[config.mk]
export PLATFORM = sky130hd
export DESIGN_NAME = output_forward_flat
export DESIGN_NICKNAME = d
export VERILOG_FILES = /design/src/rtl/output_forward_if.sv /design/src/rtl/output_forward.sv /design/src/flat_wrapper.sv
export SDC_FILE = /design/constraint.sdc
export NUM_CORES = 1
export LEC_CHECK = 0
export CAP_MARGIN = 15
export CORE_UTILIZATION = 56
export DETAILED_ROUTE_END_ITERATION = 8
export PLACE_DENSITY = 0.89
export SLEW_MARGIN = 20
export SYNTH_ARGS = -nofsm -noshare
export SYNTH_HDL_FRONTEND = slang
export SYNTH_SLANG_ARGS = --single-unit
export TNS_END_PERCENT = 30
[constraint.sdc]
create_clock -name clk_i -period 11.1 [get_ports clk_i]
set_clock_uncertainty 0.05 [all_clocks]
set_input_delay 2.22 -clock clk_i [delete_from_list [all_inputs] [get_ports clk_i]]
set_output_delay 2.22 -clock clk_i [all_outputs]
set_load 0.02 [all_outputs]
[src/rtl/output_forward_if.sv]
// output_forward_if: bus between the forward output neuron and its
// hidden-layer bank / sequencer.
//   en_i         : forward-pass enable (f_pass), level-sensitive
//   clr_i        : synchronous clear
//   idx_o        : index of the (hidden, weight) pair being read
//   hidden_val_i : 10-bit unsigned activation for idx_o
//   w_i          : 8-bit unsigned weight for idx_o
//   final_o      : registered forward result
//   f_end_o      : result of the current pass is valid
// Modports: master (sequencer / data source), slave (neuron).
interface output_forward_if #(
    parameter int N_HIDDEN = 4,
    parameter int OUT_W    = 23
);
    localparam int IDX_W = (N_HIDDEN > 1) ? $clog2(N_HIDDEN) : 1;

    logic             en_i;
    logic             clr_i;
    logic [IDX_W-1:0] idx_o;
    logic [9:0]       hidden_val_i;
    logic [7:0]       w_i;
    logic [OUT_W-1:0] final_o;
    logic             f_end_o;

    modport master (
        output en_i, clr_i, hidden_val_i, w_i,
        input  idx_o, final_o, f_end_o
    );

    modport slave (
        input  en_i, clr_i, hidden_val_i, w_i,
        output idx_o, final_o, f_end_o
    );
endinterface

[src/rtl/output_forward.sv]
// output_forward: forward-pass output neuron. Multiply-accumulates one
// (hidden, weight) pair per cycle over N_HIDDEN indices, then holds the
// result with f_end_o high until en_i drops.
// Ports: clk_i (clock), rst_i (async active-high reset),
//        bus (output_forward_if.slave: en/clr/idx/data/final/f_end).
// Config: define OUTPUT_FORWARD_SAT_EN to clamp the accumulator at
//         2^OUT_W-1 instead of wrapping modulo 2^OUT_W.
module output_forward #(
    parameter int N_HIDDEN = 4,
    parameter int OUT_W    = 23
) (
    input  logic               clk_i,
    input  logic               rst_i,
    output_forward_if.slave    bus
);
    localparam int IDX_W = (N_HIDDEN > 1) ? $clog2(N_HIDDEN) : 1;
    localparam logic [IDX_W-1:0] LAST_IDX = IDX_W'(N_HIDDEN - 1);

    typedef enum logic [1:0] {
        S_IDLE,
        S_ACCUM,
        S_DONE
    } state_t;

    state_t           r_state;
    logic [IDX_W-1:0] r_idx;
    logic [OUT_W-1:0] r_acc;
    logic [OUT_W-1:0] r_final;
    logic             r_fend;

    logic [17:0]      w_prod;
    logic [OUT_W-1:0] w_sum;

    assign w_prod = 18'(bus.hidden_val_i) * 18'(bus.w_i);

`ifdef OUTPUT_FORWARD_SAT_EN
    // Clamp on carry-out. Once at the maximum, any nonzero product
    // carries again, so the clamp stays in place for the rest of the pass.
    logic [OUT_W:0] w_wide;
    assign w_wide = {1'b0, r_acc} + (OUT_W+1)'(w_prod);
    assign w_sum  = w_wide[OUT_W] ? '1 : w_wide[OUT_W-1:0];
`else
    assign w_sum = r_acc + OUT_W'(w_prod);
`endif

    always_ff @(posedge clk_i or posedge rst_i) begin
        if (rst_i) begin
            r_state <= S_IDLE;
            r_idx   <= '0;
            r_acc   <= '0;
            r_final <= '0;
            r_fend  <= 1'b0;
        end else if (bus.clr_i) begin
            r_state <= S_IDLE;
            r_idx   <= '0;
            r_acc   <= '0;
            r_final <= '0;
            r_fend  <= 1'b0;
        end else begin
            unique case (r_state)
                S_IDLE: begin
                    if (bus.en_i) begin
                        r_state <= S_ACCUM;
                        r_idx   <= '0;
                        r_acc   <= '0;
                    end
                end
                S_ACCUM: begin
                    if (!bus.en_i) begin
                        // Abort: partial sum dropped, old result kept.
                        r_state <= S_IDLE;
                        r_idx   <= '0;
                        r_acc   <= '0;
                    end else if (r_idx == LAST_IDX) begin
                        r_state <= S_DONE;
                        r_idx   <= '0;
                        r_acc   <= w_sum;
                        r_final <= w_sum;
                        r_fend  <= 1'b1;
                    end else begin
                        r_idx <= r_idx + 1'b1;
                        r_acc <= w_sum;
                    end
                end
                S_DONE: begin
                    if (!bus.en_i) begin
                        r_state <= S_IDLE;
                        r_fend  <= 1'b0;
                    end
                end
                default: begin
                    r_state <= S_IDLE;
                    r_idx   <= '0;
                    r_fend  <= 1'b0;
                end
            endcase
        end
    end

    assign bus.idx_o   = r_idx;
    assign bus.final_o = r_final;
    assign bus.f_end_o = r_fend;
endmodule
[src/flat_wrapper.sv]
// flat-port wrapper written by rule: the top's interface ports become plain ports
module output_forward_flat 
#(
    parameter int N_HIDDEN = 4,
    parameter int OUT_W    = 23
)
  (clk_i, rst_i, bus_en_i, bus_clr_i, bus_hidden_val_i, bus_w_i, bus_idx_o, bus_final_o, bus_f_end_o);
  output_forward_if #(.N_HIDDEN(N_HIDDEN), .OUT_W(OUT_W)) bus_i ();
  input  logic clk_i;
  input  logic rst_i;
  input wire logic [$bits(bus_i.en_i)-1:0] bus_en_i;
  input wire logic [$bits(bus_i.clr_i)-1:0] bus_clr_i;
  input wire logic [$bits(bus_i.hidden_val_i)-1:0] bus_hidden_val_i;
  input wire logic [$bits(bus_i.w_i)-1:0] bus_w_i;
  output wire logic [$bits(bus_i.idx_o)-1:0] bus_idx_o;
  output wire logic [$bits(bus_i.final_o)-1:0] bus_final_o;
  output wire logic [$bits(bus_i.f_end_o)-1:0] bus_f_end_o;
  assign bus_i.en_i = bus_en_i;
  assign bus_i.clr_i = bus_clr_i;
  assign bus_i.hidden_val_i = bus_hidden_val_i;
  assign bus_i.w_i = bus_w_i;
  assign bus_idx_o = bus_i.idx_o;
  assign bus_final_o = bus_i.final_o;
  assign bus_f_end_o = bus_i.f_end_o;
  output_forward #(.N_HIDDEN(N_HIDDEN), .OUT_W(OUT_W)) u_core (.clk_i(clk_i), .rst_i(rst_i), .bus(bus_i));
endmodule
==> results of run 1 <==
[placed cells by master (no fill, tap or decap), types with 3 or more instances in the layout]
master                            count
sky130_fd_sc_hd__a21o_1               6
sky130_fd_sc_hd__ha_1                44
sky130_fd_sc_hd__clkdlybuf4s50_1     47
sky130_fd_sc_hd__nand3_1             24
sky130_fd_sc_hd__a22o_1              14
sky130_fd_sc_hd__and3_1               3
sky130_fd_sc_hd__nor2_1              21
sky130_fd_sc_hd__dfrtp_1             51
sky130_fd_sc_hd__a211o_1              3
sky130_fd_sc_hd__nand4_1              4
sky130_fd_sc_hd__inv_1              116
sky130_fd_sc_hd__or4_1                3
sky130_fd_sc_hd__o21ai_0             17
sky130_fd_sc_hd__and2_1              49
sky130_fd_sc_hd__nor3_1               9
sky130_fd_sc_hd__xnor2_1              4
sky130_fd_sc_hd__xor2_1               7
sky130_fd_sc_hd__nand2_1             63
sky130_fd_sc_hd__a211oi_1             4
sky130_fd_sc_hd__o21bai_1             3
sky130_fd_sc_hd__fa_1                64
sky130_fd_sc_hd__buf_4                4
sky130_fd_sc_hd__a31oi_1              5
sky130_fd_sc_hd__a21oi_1             24
sky130_fd_sc_hd__clkbuf_8             5
sky130_fd_sc_hd__a32o_1               5
[registers in the layout, indices dropped and copies added, names as in the netlist]
| name | cells |
|---|---|
| u_core.bus.final_o | 23 |
| u_core.r_acc | 23 |
| u_core.bus.f_end_o | 1 |
| u_core.r_state | 2 |
| u_core.bus.idx_o | 2 |
[cells in the mapped netlist, drive strengths merged (2+ instances only)]
master     n  area [sq um]
inv      117           439
o311ai     3          26.3
or3        3          20.0
a32o       5          50.1
dfrtp     51          1280
or4        3          22.5
o211ai     2          20.0
buf       10          68.8
xor2       7          61.3
o21a       2          15.0
xnor2      4          35.0
nand2     63           236
a211o      3          26.3
ha        44           551
o21ai     17          85.1
a22o      14           123
nor2      21          78.8
clkbuf     9          33.8
a31oi      5          31.3
a31o       3          26.3
and4       3          27.5
nor3      10          50.1
a2111oi    2          17.5
and3       4          30.0
nand3     24           120
and2      49           307
o21bai     3          22.5
nand4      4          25.0
a21o       8          62.6
fa        64          1280
a211oi     4          30.0
a21oi     24           120
o21ba      2          20.0
mux2i      2          20.0
[metrics by stage]
step | hold slack [ns] | utilization (%) | cells
floorplan | 0.399 | - | 604
global placement | 0.421 | 64.6 | 765
detailed placement | 0.420 | 64.6 | 765
CTS | 0.443 | 65.7 | 773
global route | 0.482 | 65.7 | 773
finish | 0.445 | 65.7 | 773
[worst paths after layout]
kind                                           to  depth (start not counted)
min in group asynchronous   u_core.bus.final_o[0]                          2
hold reg to reg                  u_core.r_acc[15]                          2
setup / recovery           u_core.bus.final_o[20]                         16
max in group asynchronous  u_core.bus.final_o[17]                          2
setup reg to reg           u_core.bus.final_o[20]                         15
hold / removal                   u_core.r_acc[15]                          2
[logic make-up (layout without fill, tap and decap cells)]
| kind of cell | count (synthesis) | after routing | share of synthesized area [%] |
|---|---|---|---|
| AOI/OAI and AO/OA | 105 | 105 | 13.7 |
| xor gates and xnor gates | 11 | 11 | 1.75 |
| adders and majority gates | 108 | 108 | 33.3 |
| buffers and inverters | 136 | 176 | 9.86 |
| DFF | 51 | 51 | 23.2 |
| muxes | 3 | 3 | 0.569 |
| and+or+nand+nor | 190 | 190 | 17.5 |
[layout make-up]
type / instances / area [sq um] / share of cell area (%)
multi-input combinational: 417 / 3680 / 59.8
clock inverter: 3 / 26.3 / 0.427
timing repair buffer: 51 / 500 / 8.13
sequential: 51 / 1280 / 20.7
inverter: 117 / 440 / 7.16
tap: 129 / 161 / 2.62
clock buffer: 5 / 68.8 / 1.12
[critical path, delay by kind of cell]
family	cells	cell delay (ns)
buf+inv	4	0.88
compound gates	5	1.30
simple gates	2	0.40
fa+ha+maj	5	2.44
[routing by layer]
metal / share of wire (%) / vias to the layer above / GRT usage, %
li1: - / 2049 / -
met1: 41 / 2213 / 35.7
met2: 52 / 163 / 47.9
met3: 4.6 / 43 / 3.33
met4: 2.8 / 0 / 9.48
met5: 0 / - / 0
[power breakdown]
part	total, mW	switching, mW	internal, mW
logic	0.793	0.489	0.303
registers	0.202	0.00731	0.195
clock network	0.117	0.0702	0.0466
==> metrics.txt, run 1 <==
# TYPE chip_impl_metric gauge
chip_impl_info{name="outcome",value="completed"} 1
chip_impl_metric{name="final-setup-viol-count",unit=""} 0
chip_impl_metric{name="drt_iter0_markers",unit=""} 258
chip_impl_metric{name="yosysUniqueCellTypes",unit=""} 59
chip_impl_info{name="hp-class",value="register to register"} 1
chip_impl_metric{name="largest_net_degree_at_the_start_of_global_routing",unit=""} 52
chip_impl_metric{name="final-hold-violation-count",unit=""} 0
chip_impl_metric{name="synthesis.instances",unit=""} 604
chip_impl_metric{name="worst_pin_slew",unit="ns"} 1.02
chip_impl_info{name="clockRootBuffer",value="sky130_fd_sc_hd__clkbuf_8"} 1
chip_impl_metric{name="ios",unit=""} 48
chip_impl_metric{name="powerDensity",unit="nW/um^2"} 181
chip_impl_metric{name="cts_hold_buf",unit=""} 0
chip_impl_info{name="endpoint_kind",value="register"} 1
chip_impl_metric{name="cts_buffer_depth",unit=""} 2
chip_impl_metric{name="synthesis.yosys.warnings",unit=""} 0
chip_impl_metric{name="syn_avg_cell_area",unit="sq um"} 9.10
chip_impl_info{name="regToRegStartpoint",value="u_core.r_acc[9]"} 1
chip_impl_metric{name="finalPower",unit="mW"} 1.11
chip_impl_metric{name="areaGrowthSynthToFinish",unit="%"} 12.0
chip_impl_metric{name="number_of_antenna_violations_at_the_first_check_in_global_routing",unit=""} 0
chip_impl_info{name="cts_tree",value="yes"} 1
chip_impl_metric{name="routabilityCongestion",unit=""} 0.979
chip_impl_metric{name="place.detailed.hpwl",unit="um"} 10200
chip_impl_metric{name="async_flop_share",unit="%"} 100
chip_impl_metric{name="post_drt_via_cell_ratio",unit=""} 5.78
chip_impl_metric{name="place_worst_setup_slack",unit="ns"} 3.71
chip_impl_metric{name="postSynthNetCount",unit=""} 734
chip_impl_metric{name="pre_repair_dr_iteration_count",unit=""} 5
chip_impl_metric{name="cts-resized-gates",unit=""} 0
chip_impl_metric{name="fin_crit",unit="ns"} 7.10
chip_impl_metric{name="floorplan.die.width",unit="um"} 101
chip_impl_info{name="crit_path_start",value="bus_w_i[2]"} 1
chip_impl_metric{name="die_area",unit="sq um"} 10200
chip_impl_info{name="critPathKind",value="input port to register"} 1
chip_impl_metric{name="num-nets-final",unit=""} 773
chip_impl_metric{name="grt_pass1_vias",unit=""} 4692
chip_impl_metric{name="detail_route.drc_violations",unit=""} 0
chip_impl_metric{name="antenna_diode_instance_count",unit=""} 0
chip_impl_metric{name="h-tree-depth",unit=""} 2
chip_impl_metric{name="ys_ff_latch",unit=""} 51
chip_impl_metric{name="layout_setup_ws",unit="ns"} 4.00
chip_impl_metric{name="worst_skew_pair.late_latency",unit="ns"} 0.32
chip_impl_metric{name="cts_buffers",unit=""} 5
chip_impl_metric{name="slew_violations",unit=""} 0
chip_impl_metric{name="num_rows",unit=""} 35
chip_impl_info{name="hold_wc_startpoint",value="u_core.r_acc[15]"} 1
chip_impl_metric{name="clkSinkCount",unit=""} 51
chip_impl_metric{name="routed_wire_length_per_instance",unit="um"} 16.6
chip_impl_info{name="setup.worst_path.start_class",value="input port"} 1
chip_impl_info{name="worstPathCellList",value="clkdlybuf4s50_1, nand2_1, fa_1, inv_1, fa_1, fa_1, inv_1, fa_1, inv_1, ha_1, and3_4, a31o_1, a21o_2, o211ai_1, a2111oi_0, a311o_1"} 1
chip_impl_metric{name="slew_headroom",unit="%"} 31.5
chip_impl_metric{name="worstPathArrival",unit="ns"} 7.25
chip_impl_metric{name="globalRouteOverflowTotal",unit=""} 0
chip_impl_metric{name="port_bufs",unit=""} 47
chip_impl_metric{name="synth.cell_area",unit="sq um"} 5490
chip_impl_metric{name="p_leak",unit="nW"} 3.08
chip_impl_metric{name="start_util",unit="%"} 58.6
chip_impl_metric{name="cp_slowest_stage_delay",unit="ns"} 0.73
chip_impl_metric{name="post-route-period-util",unit="%"} 64.0
chip_impl_metric{name="final_area",unit="sq um"} 6150
chip_impl_info{name="cpMaxStageDelayCell",value="sky130_fd_sc_hd__clkdlybuf4s50_1"} 1
chip_impl_metric{name="die_y",unit="um"} 101
chip_impl_metric{name="grt_usage",unit="%"} 27.6
chip_impl_metric{name="synth_seq_area_share",unit="%"} 23.2
chip_impl_metric{name="clk_pin_slew_worst_paths",unit="ns"} 0.10
chip_impl_metric{name="cts_post_setup_buffers_inserted",unit=""} 0
chip_impl_info{name="grt_setup_unrepaired",value="false"} 1
chip_impl_metric{name="routed_wl",unit="um"} 12800
chip_impl_metric{name="drive_above_1_share",unit="%"} 4.19
chip_impl_metric{name="critical_path_required",unit="ns"} 11.24
chip_impl_metric{name="fmax",unit="GHz"} 0.141
chip_impl_metric{name="vdd_ir_drop_max",unit="mV"} 0.123
chip_impl_metric{name="totalNegativeSetupSlack",unit="ns"} 0
chip_impl_metric{name="dr_total_vias",unit=""} 4468
chip_impl_metric{name="timing.critical_path.fanout_max",unit=""} 10
chip_impl_metric{name="placed_area",unit="sq um"} 6060
chip_impl_info{name="path_common_cell",value="sky130_fd_sc_hd__fa_1"} 1
chip_impl_metric{name="reg2reg_slack",unit="ns"} 6.34
chip_impl_metric{name="fillers",unit=""} 786
chip_impl_metric{name="design.core.area",unit="sq um"} 9370
chip_impl_info{name="dominantRegCellSynth",value="sky130_fd_sc_hd__dfrtp_1"} 1
chip_impl_metric{name="cap_viol_max_count",unit=""} 0
chip_impl_metric{name="grt_first_pass_wirelength",unit="um"} 22000
chip_impl_metric{name="synth_edf_count",unit=""} 0
chip_impl_metric{name="final_antenna_net_count",unit=""} 0
No activity file was read; power rests on OpenSTA's default activity.
==> run 2, diff against run 1 <==
==> constraint.sdc (replaced) <==
create_clock -name clk_i -period 7.1 [get_ports clk_i]
set_clock_uncertainty 0.05 [all_clocks]
set_input_delay 1.42 -clock clk_i [delete_from_list [all_inputs] [get_ports clk_i]]
set_output_delay 1.42 -clock clk_i [all_outputs]
set_load 0.02 [all_outputs]
==> metrics.txt, run 2 (synthesized netlist as in run 1, its figures left out) <==
# TYPE chip_impl_metric gauge
chip_impl_metric{name="ios",unit=""} 48
chip_impl_metric{name="routed_wl",unit="um"} 12900
chip_impl_metric{name="vdd_ir_drop_max",unit="mV"} 0.215
chip_impl_metric{name="hold-path-cell-count",unit=""} 2
chip_impl_metric{name="critical_path_required",unit="ns"} 7.26
chip_impl_metric{name="slew_headroom",unit="%"} 34.0
chip_impl_info{name="setup.worst_path.start_class",value="input port"} 1
chip_impl_metric{name="grt_pass1_vias",unit=""} 4663
chip_impl_metric{name="num_rows",unit=""} 35
chip_impl_metric{name="slew_violations",unit=""} 0
chip_impl_metric{name="p_leak",unit="nW"} 3.08
chip_impl_info{name="grt_setup_unrepaired",value="false"} 1
chip_impl_metric{name="die_y",unit="um"} 101
chip_impl_metric{name="grt_first_pass_wirelength",unit="um"} 22000
chip_impl_metric{name="totalNegativeSetupSlack",unit="ns"} 0
chip_impl_metric{name="grt_usage",unit="%"} 27.7
chip_impl_metric{name="post_drt_via_cell_ratio",unit=""} 5.83
chip_impl_metric{name="drt_iter0_markers",unit=""} 271
chip_impl_metric{name="port_bufs",unit=""} 47
chip_impl_metric{name="die_area",unit="sq um"} 10200
chip_impl_metric{name="place.detailed.hpwl",unit="um"} 10200
chip_impl_metric{name="floorplan.die.width",unit="um"} 101
chip_impl_metric{name="routed_wire_length_per_instance",unit="um"} 16.7
chip_impl_metric{name="clk_pin_slew_worst_paths",unit="ns"} 0.10
chip_impl_metric{name="num-nets-final",unit=""} 773
chip_impl_metric{name="design.core.area",unit="sq um"} 9370
chip_impl_info{name="critPathKind",value="input port to register"} 1
chip_impl_metric{name="finalPower",unit="mW"} 1.74
chip_impl_metric{name="final-hold-violation-count",unit=""} 0
chip_impl_metric{name="cts_buffers",unit=""} 5
chip_impl_metric{name="h-tree-depth",unit=""} 2
chip_impl_metric{name="cts_buffer_depth",unit=""} 2
chip_impl_metric{name="cts_post_setup_buffers_inserted",unit=""} 0
chip_impl_metric{name="routabilityCongestion",unit=""} 0.979
chip_impl_metric{name="clkSinkCount",unit=""} 51
chip_impl_info{name="worstPathCellList",value="clkdlybuf4s50_1, and2_1, fa_1, fa_1, fa_1, inv_1, fa_1, inv_1, ha_1, and3_4, a31o_1, a21o_2, o211ai_1, a2111oi_0, a311o_1"} 1
chip_impl_metric{name="cts-resized-gates",unit=""} 0
chip_impl_info{name="path_common_cell",value="sky130_fd_sc_hd__fa_1"} 1
chip_impl_metric{name="fmax",unit="GHz"} 0.161
chip_impl_metric{name="fin_crit",unit="ns"} 6.22
chip_impl_info{name="hp-class",value="register to register"} 1
chip_impl_info{name="endpoint_kind",value="register"} 1
chip_impl_info{name="layout_commonest_cell",value="sky130_fd_sc_hd__inv_1"} 1
chip_impl_metric{name="number_of_antenna_violations_at_the_first_check_in_global_routing",unit=""} 0
chip_impl_metric{name="rr_worst_depth",unit=""} 15
chip_impl_metric{name="antenna_diode_instance_count",unit=""} 0
chip_impl_metric{name="dr_total_vias",unit=""} 4505
chip_impl_info{name="cpMaxStageDelayCell",value="sky130_fd_sc_hd__clkdlybuf4s50_1"} 1
chip_impl_metric{name="placed_area",unit="sq um"} 6060
chip_impl_info{name="outcome",value="completed"} 1
chip_impl_metric{name="worstPathArrival",unit="ns"} 6.38
chip_impl_metric{name="final_area",unit="sq um"} 6150
chip_impl_metric{name="areaGrowthSynthToFinish",unit="%"} 12.0
chip_impl_metric{name="post-route-period-util",unit="%"} 87.6
chip_impl_metric{name="largest_net_degree_at_the_start_of_global_routing",unit=""} 52
chip_impl_info{name="commonest_cells_after_routing_fill_and_taps_aside",value="sky130_fd_sc_hd__inv_1, sky130_fd_sc_hd__fa_1, sky130_fd_sc_hd__nand2_1, sky130_fd_sc_hd__dfrtp_1, sky130_fd_sc_hd__and2_1"} 1
chip_impl_metric{name="detail_route.drc_violations",unit=""} 0
chip_impl_metric{name="worst_pin_slew",unit="ns"} 0.987
chip_impl_info{name="cts_tree",value="yes"} 1
chip_impl_metric{name="worst_skew_pair.late_latency",unit="ns"} 0.32
chip_impl_metric{name="cp_slowest_stage_delay",unit="ns"} 0.59
chip_impl_metric{name="start_util",unit="%"} 58.6
chip_impl_metric{name="globalRouteOverflowTotal",unit=""} 0
chip_impl_metric{name="final-setup-viol-count",unit=""} 0
chip_impl_metric{name="timing.critical_path.fanout_max",unit=""} 10
chip_impl_metric{name="final_antenna_net_count",unit=""} 0
chip_impl_info{name="clockRootBuffer",value="sky130_fd_sc_hd__clkbuf_8"} 1
chip_impl_metric{name="pre_repair_dr_iteration_count",unit=""} 7
chip_impl_metric{name="cap_viol_max_count",unit=""} 0
chip_impl_metric{name="drive_above_1_share",unit="%"} 4.19
chip_impl_metric{name="cts_hold_buf",unit=""} 0
chip_impl_metric{name="powerDensity",unit="nW/um^2"} 283
==> run 2: cell counts in the layout (fill, tap and decap cells not counted) <==
Identical to the previous run, type by type.
==> run 2: worst max-delay path, delay by kind of cell <==
family | cells | cell delay (ns)
fa+ha+maj | 5 | 2.43
compound gates | 5 | 1.32
buf+inv | 3 | 0.70
simple gates | 2 | 0.51
==> run 2: path summary, 6_finish.rpt <==
kind | from | endpoint | slack, ns
min | u_core.r_acc[15] | u_core.r_acc[15] | 0.44
max | bus_w_i[2] | u_core.bus.final_o[20] | 0.88
min reg2reg | u_core.r_acc[15] | u_core.r_acc[15] | 0.44
max in group asynchronous | rst_i | u_core.r_acc[15] | 4.93
max reg2reg | u_core.r_acc[9] | u_core.bus.final_o[20] | 2.35
min in group asynchronous | rst_i | u_core.bus.final_o[0] | 1.53
==> run 2: final cells by class <==
| cell class | instances | area [sq um] |
|---|---|---|
| inverters | 117 | 440 |
| clock buffers | 5 | 68.8 |
| flip-flops and latches | 51 | 1280 |
| fillers | 778 | 3220 |
| repair buffers | 51 | 500 |
| clock inverters | 3 | 26.3 |
| well taps | 129 | 161 |
| multi-input cells | 417 | 3680 |
==> run 2: where the power goes <==
part	leakage, nW	internal, mW	total (mW)	switching (mW)
clock network	0.0491	0.0729	0.186	0.113
logic	2.32	0.474	1.24	0.768
registers	0.709	0.305	0.316	0.0113
total	3.08	0.852	1.74	0.893
==> run 2: per-layer routing <==
metal / vias to the layer above / global-route usage (%) / part of all wire (%)
met5: - / 0 / 0
met4: 0 / 10.1 / 2.7
met3: 48 / 3.26 / 4.9
met1: 2240 / 35.5 / 41
li1: 2056 / - / -
met2: 161 / 48.5 / 51
==> run 2: metrics by stage <==
step	hold WS, ns	cells	util (%)	setup slack (ns)
4_1_cts	0.445	773	65.7	0.905
2_1_floorplan	0.399	604	-	1.27
6_report	0.445	773	65.7	0.877
3_5_place_dp	0.423	765	64.6	0.596
5_1_grt	0.481	773	65.7	0.651
3_3_place_gp	0.421	765	64.6	0.692
==> run 3, diff against run 2 <==
--- a/config.mk
+++ b/config.mk
@@ -6,7 +6,9 @@
 export NUM_CORES = 1
 export LEC_CHECK = 0
 export CAP_MARGIN = 15
+export CORE_MARGIN = 5
 export CORE_UTILIZATION = 56
+export CTS_CLUSTER_DIAMETER = 60
 export DETAILED_ROUTE_END_ITERATION = 8
 export PLACE_DENSITY = 0.89
 export SLEW_MARGIN = 20
==> metrics.txt, run 3 (synthesized netlist as in run 1, its figures left out) <==
# TYPE chip_impl_metric gauge
chip_impl_metric{name="rr_worst_depth",unit=""} 15
chip_impl_metric{name="totalNegativeSetupSlack",unit="ns"} 0
chip_impl_metric{name="slew_headroom",unit="%"} 28.3
chip_impl_metric{name="routed_wl",unit="um"} 13100
chip_impl_info{name="critPathKind",value="input port to register"} 1
chip_impl_metric{name="reg2reg_slack",unit="ns"} 2.32
chip_impl_info{name="busiest_layer",value="met2"} 1
chip_impl_info{name="commonest_cells_after_routing_fill_and_taps_aside",value="sky130_fd_sc_hd__inv_1, sky130_fd_sc_hd__fa_1, sky130_fd_sc_hd__nand2_1, sky130_fd_sc_hd__dfrtp_1, sky130_fd_sc_hd__and2_1"} 1
chip_impl_metric{name="cp_slowest_stage_delay",unit="ns"} 0.60
chip_impl_metric{name="fin_crit",unit="ns"} 6.31
chip_impl_metric{name="areaGrowthSynthToFinish",unit="%"} 12.1
chip_impl_metric{name="worst_pin_slew",unit="ns"} 1.07
chip_impl_info{name="critical_path.top_delay_family",value="adder cells"} 1
chip_impl_metric{name="port_bufs",unit=""} 47
chip_impl_info{name="clockRootBuffer",value="sky130_fd_sc_hd__clkbuf_8"} 1
chip_impl_metric{name="power.sequential.fraction",unit="%"} 18.3
chip_impl_info{name="outcome",value="completed"} 1
chip_impl_metric{name="final_antenna_net_count",unit=""} 0
chip_impl_info{name="worstHoldEndpoint",value="u_core.r_acc[16]"} 1
chip_impl_metric{name="power_frac_comb",unit="%"} 71.6
chip_impl_metric{name="cap_viol_max_count",unit=""} 0
chip_impl_info{name="hp-class",value="register to register"} 1
chip_impl_metric{name="cts_hold_buf",unit=""} 0
chip_impl_metric{name="clk_pin_slew_worst_paths",unit="ns"} 0.10
chip_impl_metric{name="sw_share",unit="%"} 50.7
chip_impl_info{name="layout_commonest_cell",value="sky130_fd_sc_hd__inv_1"} 1
chip_impl_metric{name="grt_first_pass_wirelength",unit="um"} 22400
chip_impl_metric{name="routabilityCongestion",unit=""} 0.919
chip_impl_metric{name="num-nets-final",unit=""} 773
chip_impl_metric{name="h-tree-depth",unit=""} 2
chip_impl_info{name="endpoint_kind",value="register"} 1
chip_impl_metric{name="design.core.area",unit="sq um"} 9680
chip_impl_metric{name="cts_post_setup_buffers_inserted",unit=""} 0
chip_impl_metric{name="critical_path_required",unit="ns"} 7.24
chip_impl_metric{name="die_area",unit="sq um"} 11900
chip_impl_metric{name="antenna_diode_instance_count",unit=""} 0
chip_impl_metric{name="place.detailed.hpwl",unit="um"} 10600
chip_impl_metric{name="clkSinkCount",unit=""} 51
chip_impl_metric{name="floorplan.die.width",unit="um"} 109
chip_impl_info{name="path_common_cell",value="sky130_fd_sc_hd__fa_1"} 1
chip_impl_metric{name="crit_buf_inv",unit=""} 3
chip_impl_metric{name="final-setup-viol-count",unit=""} 0
chip_impl_metric{name="vdd_ir_drop_max",unit="mV"} 0.196
chip_impl_info{name="regToRegStartpoint",value="u_core.r_acc[9]"} 1
chip_impl_metric{name="ios",unit=""} 48
chip_impl_metric{name="cts_buffers",unit=""} 5
chip_impl_metric{name="grt_pass1_vias",unit=""} 4672
chip_impl_metric{name="detail_route.drc_violations",unit=""} 0
chip_impl_metric{name="power_report.internal_total",unit="mW"} 0.853
chip_impl_info{name="hold_wc_startpoint",value="u_core.r_acc[16]"} 1
chip_impl_metric{name="p_sw",unit="mW"} 0.876
chip_impl_metric{name="dr_total_vias",unit=""} 4344
chip_impl_metric{name="worstPathArrival",unit="ns"} 6.45
chip_impl_metric{name="routed_wire_length_per_instance",unit="um"} 16.8
chip_impl_metric{name="worst_skew_pair.late_latency",unit="ns"} 0.30
chip_impl_info{name="cts_tree",value="yes"} 1
chip_impl_metric{name="grt_use_met3",unit="%"} 3.08
chip_impl_metric{name="global_route.usage.met2",unit="%"} 41.8
chip_impl_metric{name="drive_above_1_share",unit="%"} 4.19
chip_impl_metric{name="start_util",unit="%"} 56.7
chip_impl_metric{name="post_drt_via_cell_ratio",unit=""} 5.59
chip_impl_info{name="worstPathCellList",value="clkdlybuf4s50_1, and2_1, fa_1, fa_1, fa_1, inv_1, fa_1, inv_1, ha_1, and3_4, a31o_1, a21o_2, o211ai_1, a2111oi_0, a311o_1"} 1
chip_impl_metric{name="cts_buffer_depth",unit=""} 2
chip_impl_metric{name="grt_usage",unit="%"} 23.7
chip_impl_metric{name="number_of_antenna_violations_at_the_first_check_in_global_routing",unit=""} 0
chip_impl_metric{name="slew_violations",unit=""} 0
chip_impl_metric{name="power_share_of_the_clock_group",unit="%"} 10.1
chip_impl_metric{name="fmax",unit="GHz"} 0.159
chip_impl_metric{name="hold-path-cell-count",unit=""} 2
chip_impl_metric{name="die_y",unit="um"} 109
chip_impl_metric{name="largest_net_degree_at_the_start_of_global_routing",unit=""} 52
chip_impl_metric{name="pre_repair_dr_iteration_count",unit=""} 4
chip_impl_metric{name="drt_iter0_markers",unit=""} 267
chip_impl_metric{name="p_leak",unit="nW"} 3.07
chip_impl_metric{name="grt.met1_usage",unit="%"} 30.9
chip_impl_metric{name="cts-resized-gates",unit=""} 0
chip_impl_metric{name="finalPower",unit="mW"} 1.73
chip_impl_info{name="cpMaxStageDelayCell",value="sky130_fd_sc_hd__clkdlybuf4s50_1"} 1
chip_impl_metric{name="num_rows",unit=""} 36
chip_impl_info{name="setup.worst_path.start_class",value="input port"} 1
chip_impl_info{name="grt_setup_unrepaired",value="false"} 1
chip_impl_metric{name="globalRouteOverflowTotal",unit=""} 0
chip_impl_metric{name="post-route-period-util",unit="%"} 88.8
chip_impl_metric{name="powerDensity",unit="nW/um^2"} 281
chip_impl_metric{name="timing.critical_path.fanout_max",unit=""} 10
chip_impl_info{name="worst_r2r_endpoint",value="u_core.bus.final_o[20]"} 1
chip_impl_metric{name="final-hold-violation-count",unit=""} 0
==> run 3: cell types whose count changed in the layout (fill, tap and decap cells not counted) <==
cell                         previous run  this run
sky130_fd_sc_hd__clkinv_4               1         0
sky130_fd_sc_hd__clkinvlp_4             0         1
==> run 3: metal layers <==
metal,up-vias,wire (um)
met3,23,540
met1,2148,5530
met4,0,231
li1,2054,-
met5,-,0
met2,119,6770
==> run 3: worst reg2reg max path, cell delays in order (launching register included) <==
cell and delay, ns:
sky130_fd_sc_hd__dfrtp_1 0.38, sky130_fd_sc_hd__inv_1 0.07, sky130_fd_sc_hd__fa_1 0.52, sky130_fd_sc_hd__inv_1 0.05, sky130_fd_sc_hd__fa_1 0.48, sky130_fd_sc_hd__fa_1 0.54, sky130_fd_sc_hd__inv_1 0.06, sky130_fd_sc_hd__fa_1 0.53
sky130_fd_sc_hd__inv_1 0.05, sky130_fd_sc_hd__ha_1 0.38, sky130_fd_sc_hd__and3_4 0.23, sky130_fd_sc_hd__a31o_1 0.23, sky130_fd_sc_hd__a21o_2 0.23, sky130_fd_sc_hd__o211ai_1 0.34, sky130_fd_sc_hd__a2111oi_0 0.16, sky130_fd_sc_hd__a311o_1 0.36
==> run 3: power by group through the flow <==
stage	combinational, mW	sequential [mW]	clock, mW
after detailed placement	1.22	0.323	0
final	1.24	0.317	0.174
after global routing	1.40	0.318	0.194
after CTS	1.23	0.317	0.178
after global placement	1.18	0.322	0
after floorplan	0.967	0.317	0
==> run 3: how the worst max path moves through the flow <==
stage                from                endpoint  slack (ns)  cells past startpoint
2_1_floorplan  bus_w_i[0]        u_core.r_acc[18]        1.27                     16
3_3_place_gp   bus_w_i[0]  u_core.bus.final_o[20]        0.62                     16
3_5_place_dp   bus_w_i[2]  u_core.bus.final_o[20]        0.53                     15
4_1_cts        bus_w_i[2]  u_core.bus.final_o[20]        0.85                     15
5_1_grt        bus_w_i[1]  u_core.bus.final_o[19]        0.50                     15
6_report       bus_w_i[2]  u_core.bus.final_o[20]        0.79                     15
==> run 3: final cells by class <==
cell class | count | area, sq um
tap | 133 | 166
inverter | 117 | 440
sequential | 51 | 1280
clock buffer | 5 | 68.8
multi-input combinational | 417 | 3680
clock inverter | 3 | 25.0
fill | 798 | 3530
timing repair buffer | 51 | 500
==> run 3: stage by stage <==
step	setup WS (ns)	util [%]	instances	hold WS, ns	area (sq um)
after floorplan	1.27	-	604	0.399	5490
after global placement	0.615	62.6	769	0.427	6060
after detailed placement	0.535	62.6	769	0.428	6060
after CTS	0.850	63.6	777	0.450	6160
after global routing	0.496	63.6	777	0.469	6160
final	0.792	63.6	777	0.442	6160
